===== config.mk =====
export PLATFORM = sky130hd
export DESIGN_NAME = mul_div_issue_arbiter
export DESIGN_NICKNAME = d
export VERILOG_FILES = /design/src/rtl/mul_div_issue_arbiter_pkg.sv /design/src/rtl/mul_div_issue_arbiter_rob_age_cmp.sv /design/src/rtl/mul_div_issue_arbiter.sv
export SDC_FILE = /design/constraint.sdc
export NUM_CORES = 1
export LEC_CHECK = 0
export ABC_CLOCK_PERIOD_IN_PS = 4200
export CAP_MARGIN = 20
export CORE_AREA = 2 2 203 205
export DETAILED_ROUTE_END_ITERATION = 6
export DIE_AREA = 0 0 205 207
export SLEW_MARGIN = 20
export SYNTH_ARGS = -nofsm -noshare
export SYNTH_HDL_FRONTEND = slang
export SYNTH_SLANG_ARGS = --single-unit
export TNS_END_PERCENT = 100

===== constraint.sdc =====
create_clock -name clk -period 4.2 [get_ports clk]
set_clock_uncertainty 0.05 [all_clocks]
set_input_delay 0.42 -clock clk [delete_from_list [all_inputs] [get_ports clk]]
set_output_delay 0.42 -clock clk [all_outputs]
set_load 0.01 [all_outputs]

===== src/rtl/mul_div_issue_arbiter_pkg.sv =====
// rtl/mul_div_issue_arbiter_pkg.sv - shared widths and request types for the mul/div issue arbiter
// Default widths follow the issue-to-execute bus; the payload carries an instruction pair.
package mul_div_issue_arbiter_pkg;

  localparam int ROB_IDX_W = 4;
  localparam int CNT_W     = 16;

  typedef logic [79:0] issue_to_execute_bus_t;
  localparam int PAYLOAD_W = $bits(issue_to_execute_bus_t) * 2;

  typedef logic [ROB_IDX_W-1:0] rob_idx_t;

  typedef struct packed {
    logic                 valid;
    rob_idx_t             rob;
    logic [PAYLOAD_W-1:0] payload;
  } md_req_t;

endpackage


===== src/rtl/mul_div_issue_arbiter_rob_age_cmp.sv =====
// rtl/mul_div_issue_arbiter_rob_age_cmp.sv - ROB age comparator
// Ages are distances from the ROB head modulo the index range; ties favour side a.
module mul_div_issue_arbiter_rob_age_cmp #(
  parameter int ROB_IDX_W = mul_div_issue_arbiter_pkg::ROB_IDX_W
) (
  input  logic [ROB_IDX_W-1:0] rob_a,
  input  logic [ROB_IDX_W-1:0] rob_b,
  input  logic [ROB_IDX_W-1:0] rob_head,
  output logic                 older_is_b
);

  logic [ROB_IDX_W-1:0] age_a;
  logic [ROB_IDX_W-1:0] age_b;

  always_comb begin
    age_a      = rob_a - rob_head;
    age_b      = rob_b - rob_head;
    older_is_b = (age_b < age_a);
  end

endmodule


===== src/rtl/mul_div_issue_arbiter.sv =====
// rtl/mul_div_issue_arbiter.sv - oldest-first arbiter feeding the shared mul/div unit
// One-entry output register; grants only when that register can load.
module mul_div_issue_arbiter
  import mul_div_issue_arbiter_pkg::*;
#(
  parameter int ROB_IDX_W = mul_div_issue_arbiter_pkg::ROB_IDX_W,
  parameter int PAYLOAD_W = mul_div_issue_arbiter_pkg::PAYLOAD_W,
  parameter int CNT_W     = mul_div_issue_arbiter_pkg::CNT_W
) (
  input  logic                 clk,
  input  logic                 reset,
  input  logic                 flush,
  input  logic [ROB_IDX_W-1:0] rob_head,
  input  logic                 req0_valid,
  input  logic [ROB_IDX_W-1:0] req0_rob,
  input  logic [PAYLOAD_W-1:0] req0_payload,
  output logic                 req0_ready,
  input  logic                 req1_valid,
  input  logic [ROB_IDX_W-1:0] req1_rob,
  input  logic [PAYLOAD_W-1:0] req1_payload,
  output logic                 req1_ready,
  input  logic                 md_allowin,
  output logic                 md_valid,
  output logic [PAYLOAD_W-1:0] md_payload,
  output logic                 md_src,
  output logic [CNT_W-1:0]     conflict_cnt
);

  logic older_is_1;
  logic load;
  logic grant0;
  logic grant1;

  mul_div_issue_arbiter_rob_age_cmp #(.ROB_IDX_W(ROB_IDX_W)) u_age_cmp (
    .rob_a      (req0_rob),
    .rob_b      (req1_rob),
    .rob_head   (rob_head),
    .older_is_b (older_is_1)
  );

  always_comb begin
    load   = !md_valid || md_allowin;
    grant0 = 1'b0;
    grant1 = 1'b0;
    if (load && !flush && !reset) begin
      grant0 = req0_valid && (!req1_valid || !older_is_1);
      grant1 = req1_valid && (!req0_valid ||  older_is_1);
    end
    req0_ready = grant0;
    req1_ready = grant1;
  end

  always_ff @(posedge clk) begin
    if (reset || flush) begin
      md_valid   <= 1'b0;
      md_payload <= '0;
      md_src     <= 1'b0;
    end else if (load) begin
      md_valid   <= grant0 || grant1;
      md_payload <= grant1 ? req1_payload : (grant0 ? req0_payload : '0);
      md_src     <= grant1;
    end
  end

  // Performance counter survives flush; only reset clears it.
  always_ff @(posedge clk) begin
    if (reset) begin
      conflict_cnt <= '0;
    end else if (req0_valid && req1_valid && !flush && (conflict_cnt != {CNT_W{1'b1}})) begin
      conflict_cnt <= conflict_cnt + 1'b1;
    end
  end

endmodule


==> qor.yml, run 1 <==
synth_cell_type_count: 45
vdd_drop_max_mv: 0.269
fillers: 4175
p_switching_mw: 1.24
p_int_mw: 3.27
power_frac_clock: 0.371
reg2reg_depth: 7
rows: 74
maxSlewHeadroom: 0.245
setup_violations: 0
hold_viol_final: 0
ys_ff_latch: 178
die_area_sq_um: 42400
portBuffers: 517
drv_cap: 0
worstPathRequired_ns: 3.73
swShare: 0.276
gp_congestion: 0.850
drt-pass1-iter-count: 5
cts_resized: 0
antenna_left: 0
antenna_found_initial: 5
drt_iter0_markers: 584
area_growth_pct: 81.6
yosysWarnings: 0
ys_seq_area_frac: 0.466
dieWidth_um: 205
synthesis.nets: 1227
cts-root-buf: "clkbuf_16"
start_util: 0.189
synth_most_common_cell: "dfxtp_1"
final_util: 0.344
ff2ff_setup_slack_ns: 2.04
routed_wl_um: 34700
cts_hold_buf: 0
max-clock-path-buffers: 2
path_cells: "clkdlybuf4s50_1 -> inv_1 -> ha_1 -> a21o_1 -> a21oi_1 -> xnor2_1 -> ha_1 -> nor2_1 -> a2111o_1 -> a21oi_4 -> and2_1 -> clkdlybuf4s50_1"
r2r_start: "md_valid"
numCtsBuffers: 17
tightest_slew_ns: 1.13
synth_fa_ha_area_frac: 0.0216
worstSetupStartpointType: "input port"
htreeDepth: 4
grt_first_pass_wirelength_um: 51500
synthMuxAreaShare: 0.00131
grt_pass1_vias: 8905
p_seq_frac: 0.402
num_vias: 8843
synthFlopType: "dfxtp_1"
cpMaxStageDelayCell: "clkdlybuf4s50_1"
fmax_ghz: 0.250
worstSetupPathType: "input port to output pin"
finalSetupTns_ns: 0
cts_tree: "built"
hpwl_um: 24400
grtUsageTotal: 0.157
max_stage_delay_ns: 0.59
status: "complete, no violations"
post-cts-setup-buffers: 0
rsz0062_at_grt: "false"
netlist.area_leader.share: 0.466
fp.coreArea_sq_um: 40400
crit_end: "req0_ready"
synth_edf_count: 0
yosys-top-cells-count: "178 x dfxtp_1, 168 x a21oi_1, 165 x nand2_1"
clock_latency_ns: 0.45
cp-end-kind: "output pin"
io_pins: 518
crit_start: "rob_head[1]"
drc: 0
r2r-end: "md_payload[3]"
synthesis.instances: 877
cp_max_fo: 5
finalMaxSlewViolations: 0
cp.depth: 12
grt_overflow: 0
period_share: 0.952
period_needed_ns: 4.00
syn-cell-area_sq_um: 7640
dieHeight_um: 207
yosys-top-cells-area: "dfxtp_1 47%, o221ai_1 18%, a21oi_1 11%"
synthSimpleGateAreaFrac: 0.120
p_per_area_nw_per_um2: 325
nets: 1684
yosys.area.top_type: "dfxtp_1"
dp.cells: 1847
crit_family: "buffers and inverters"
path_buf_inv: 3
cellLeakagePower_nw: 4.51
synth_top_family_by_area: "compound AO/OA/AOI/OAI gates"
synthXorXnorAreaFrac: 0.0183
fin_cells: 1882
wl_per_cell_um: 18.4
grt_max_degree: 161
clock-sinks: 178
synth-async-reset-ratio: 0
syn_avg_cell_area_sq_um: 8.72
layout-drive-gt1-share: 0.0371
crit_arrival_ns: 3.53
power_frac_comb: 0.227
avgViaCountPerCell: 4.70
hold_class: "flop to flop"
synth_compound_area_frac: 0.314
holdWs_ns: 0.412
path_clk_slew_ns: 0.07
stage by stage:
step	power [mW]	worst slack, ns	instance area [sq um]
floorplan	2.26	1.08	7640
global placement	2.87	0.194	13300
detailed placement	2.88	0.185	13300
CTS	4.59	0.180	13900
global route	4.72	0.0923	13900
finish	4.52	0.203	13900
routing by layer:
| layer | vias to the layer above | wire length (um) | share of wire | global-route usage |
|---|---|---|---|---|
| met3 | 38 | 2930 | 0.084 | 0.0522 |
| met4 | 2 | 759 | 0.022 | 0.0650 |
| met2 | 366 | 17400 | 0.50 | 0.268 |
| li1 | 4215 | - | - | - |
| met1 | 4222 | 13600 | 0.39 | 0.178 |
| met5 | - | 13 | 0.00037 | 0 |
power by group through the flow:
stage | Sequential, mW | Clock (mW) | Combinational [mW]
floorplan | 1.89 | 0 | 0.373
CTS | 1.82 | 1.74 | 1.03
global placement | 1.85 | 0 | 1.02
detailed placement | 1.85 | 0 | 1.03
finish | 1.81 | 1.68 | 1.03
global route | 1.82 | 1.80 | 1.10
state kept, by name (all words and copies together) (netlist names):
name / flops
conflict_cnt: 16
md_payload: 160
md_valid: 1
md_src: 1
worst min-delay path: cells and delay by family (launching register included):
kind | cells | cell delay [ns]
AO/OA/AOI/OAI | 1 | 0.06
flip-flops | 1 | 0.31
AND/OR/NAND/NOR | 1 | 0.04
worst min path at each step:
| stage | end | startpoint | slack (ns) | cells past startpoint |
|---|---|---|---|---|
| finish | md_src | md_src | 0.41 | 2 |
| global route | md_payload[13] | req0_payload[13] | 0.43 | 3 |
| CTS | md_payload[134] | req0_payload[134] | 0.40 | 3 |
| detailed placement | md_src | md_src | 0.41 | 2 |
| global placement | md_src | md_src | 0.40 | 2 |
| floorplan | md_src | md_src | 0.44 | 2 |
cells in the final DEF (no fill, tap or decap), types with 3 or more instances in the layout:
cell type        count
clkdlybuf4s50_1    517
dfxtp_1            178
a21oi_1            168
nand2_1            165
o221ai_1           157
nor2_1              17
clkbuf_16           17
inv_1               12
xor2_1              11
ha_1                10
nand3_1              7
nand4_1              6
buf_12               6
xnor2_1              5
nor3_1               5
o21ai_0              5
buf_4                5
clkinvlp_4           4
clkbuf_8             4
diode_2              3
and2_1               3
kinds of logic (layout without fill, tap and decap cells):
family,Yosys count,after routing
AOI/OAI and AO/OA,347,347
xor gates and xnor gates,16,16
adders and majority gates,12,12
buffers and inverters,103,573
DFF,178,178
muxes,1,1
other,0,3
and+or+nand+nor,220,220
final cells by class:
type	instances	area [sq um]	area share
Tap cell	532	666	0.0480
Inverter	13	48.8	0.00352
Multi-Input combinational cell	596	3650	0.263
Clock buffer	21	480	0.0346
Sequential cell	178	3560	0.257
Antenna cell	3	7.51	0.000541
Clock inverter	11	126	0.00911
Timing Repair Buffer	528	5330	0.384
Note: power is estimated with default switching activity, not from simulation.
==> run 2, diff against run 1 <==
--- a/config.mk
+++ b/config.mk
@@ -6,8 +6,9 @@
 export NUM_CORES = 1
 export LEC_CHECK = 0
 export ABC_CLOCK_PERIOD_IN_PS = 4200
-export CAP_MARGIN = 20
+export CAP_MARGIN = 40
 export CORE_AREA = 2 2 203 205
+export CTS_CLUSTER_DIAMETER = 60
 export DETAILED_ROUTE_END_ITERATION = 6
 export DIE_AREA = 0 0 205 207
 export SLEW_MARGIN = 20
==> qor.yml, run 2 (same netlist as run 1, synthesis figures left out) <==
avgViaCountPerCell: 4.74
cp-end-kind: "output pin"
layout-drive-gt1-share: 0.0356
fp.coreArea_sq_um: 40400
hold_viol_final: 0
grt_overflow: 0
p_seq_frac: 0.410
grtUsageTotal: 0.157
die_area_sq_um: 42400
drt-pass1-iter-count: 5
finalMaxSlewViolations: 0
rows: 74
grt_pass1_vias: 8749
swShare: 0.278
clock-sinks: 178
cts_resized: 0
p_int_mw: 3.20
routed_wl_um: 35100
vdd_drop_max_mv: 0.266
area_growth_pct: 81.7
period_share: 0.952
io_pins: 518
pre_cts_ws_ns: 0.183
cts_hold_buf: 0
start_util: 0.189
ff2ff_setup_slack_ns: 2.04
final_util: 0.344
numCtsBuffers: 17
drc: 0
rsz0062_at_grt: "false"
power_frac_clock: 0.357
worstSetupPathType: "input port to output pin"
drv_cap: 0
finalSetupTns_ns: 0
antenna_left: 0
power_frac_comb: 0.233
hpwl_um: 24400
layout.cells.most_common_list: "517 x clkdlybuf4s50_1, 178 x dfxtp_1, 168 x a21oi_1"
crit_start: "rob_head[1]"
post-cts-setup-buffers: 0
period_needed_ns: 4.00
dieWidth_um: 205
reg2reg_depth: 7
r2r-end: "md_payload[3]"
drt_iter0_markers: 602
hold_class: "flop to flop"
grt_max_degree: 161
cellLeakagePower_nw: 4.52
nets: 1686
dieHeight_um: 207
num_vias: 8921
status: "complete, no violations"
tightest_slew_ns: 1.15
worstSetupStartpointType: "input port"
p_per_area_nw_per_um2: 319
cp_max_fo: 5
fmax_ghz: 0.250
reg_top3: "md_payload: 160 flops, conflict_cnt: 16 flops"
r2r_start: "md_valid"
holdWs_ns: 0.419
maxSlewHeadroom: 0.236
portBuffers: 517
setup_slack_ns: 0.201
path_clk_slew_ns: 0.07
antenna_found_initial: 4
crit_end: "req0_ready"
max-clock-path-buffers: 2
min_from: "md_src"
worstPathRequired_ns: 3.73
clock_latency_ns: 0.46
htreeDepth: 4
grt_first_pass_wirelength_um: 51600
gp_congestion: 0.850
largest_register_ffs: 160
cts-root-buf: "clkbuf_16"
regMostFlops: "md_payload"
p_switching_mw: 1.23
final_common_cell: "clkdlybuf4s50_1"
cts_tree: "built"
wl_per_cell_um: 18.6
setup_violations: 0
crit_arrival_ns: 3.53
## run 2: area by class of cell
cell class | instances | area, sq um
well taps | 532 | 666
multi-input cells | 596 | 3650
diodes | 3 | 7.51
clock buffers | 24 | 482
clock inverters | 8 | 77.6
fillers | 4190 | 26500
repair buffers | 530 | 5390
inverters | 13 | 48.8
flip-flops and latches | 178 | 3560
## run 2: how the worst min path moves through the flow
| stage | to | cells after the start | slack [ns] |
|---|---|---|---|
| 3_3_place_gp | md_src | 2 | 0.40 |
| 4_1_cts | md_payload[133] | 3 | 0.41 |
| 5_1_grt | md_payload[102] | 3 | 0.43 |
| 3_5_place_dp | md_src | 2 | 0.41 |
| 2_1_floorplan | md_src | 2 | 0.44 |
| 6_report | md_src | 2 | 0.42 |
## run 2: per-stage QoR
step / area (sq um) / instances / power, mW
final: 13900 / 1884 / 4.43
after global routing: 13900 / 1884 / 4.64
after CTS: 13800 / 1880 / 4.50
after detailed placement: 13300 / 1848 / 2.88
after global placement: 13300 / 1847 / 2.87
after floorplan: 7640 / 877 / 2.26
## run 2: power by group through the flow
stage | combinational (mW) | clock (mW) | sequential, mW
final | 1.03 | 1.58 | 1.81
after global routing | 1.11 | 1.71 | 1.82
after CTS | 1.03 | 1.65 | 1.81
after detailed placement | 1.03 | 0 | 1.85
after global placement | 1.02 | 0 | 1.85
after floorplan | 0.373 | 0 | 1.89
## run 2: per-layer routing
layer / GRT usage / vias to the layer above / share of wire
li1: - / 4224 / -
met3: 0.0548 / 44 / 0.088
met1: 0.176 / 4271 / 0.40
met2: 0.268 / 382 / 0.49
met5: 0 / - / 0
met4: 0.0687 / 0 / 0.029
## run 2: critical path: stages
cell and delay, ns:
clkdlybuf4s50_1 0.51, inv_1 0.10, ha_1 0.30, a21o_1 0.18, a21oi_1 0.17, xnor2_1 0.14
ha_1 0.25, nor2_1 0.10, a2111o_1 0.45, a21oi_4 0.16, and2_1 0.16, clkdlybuf4s50_1 0.58
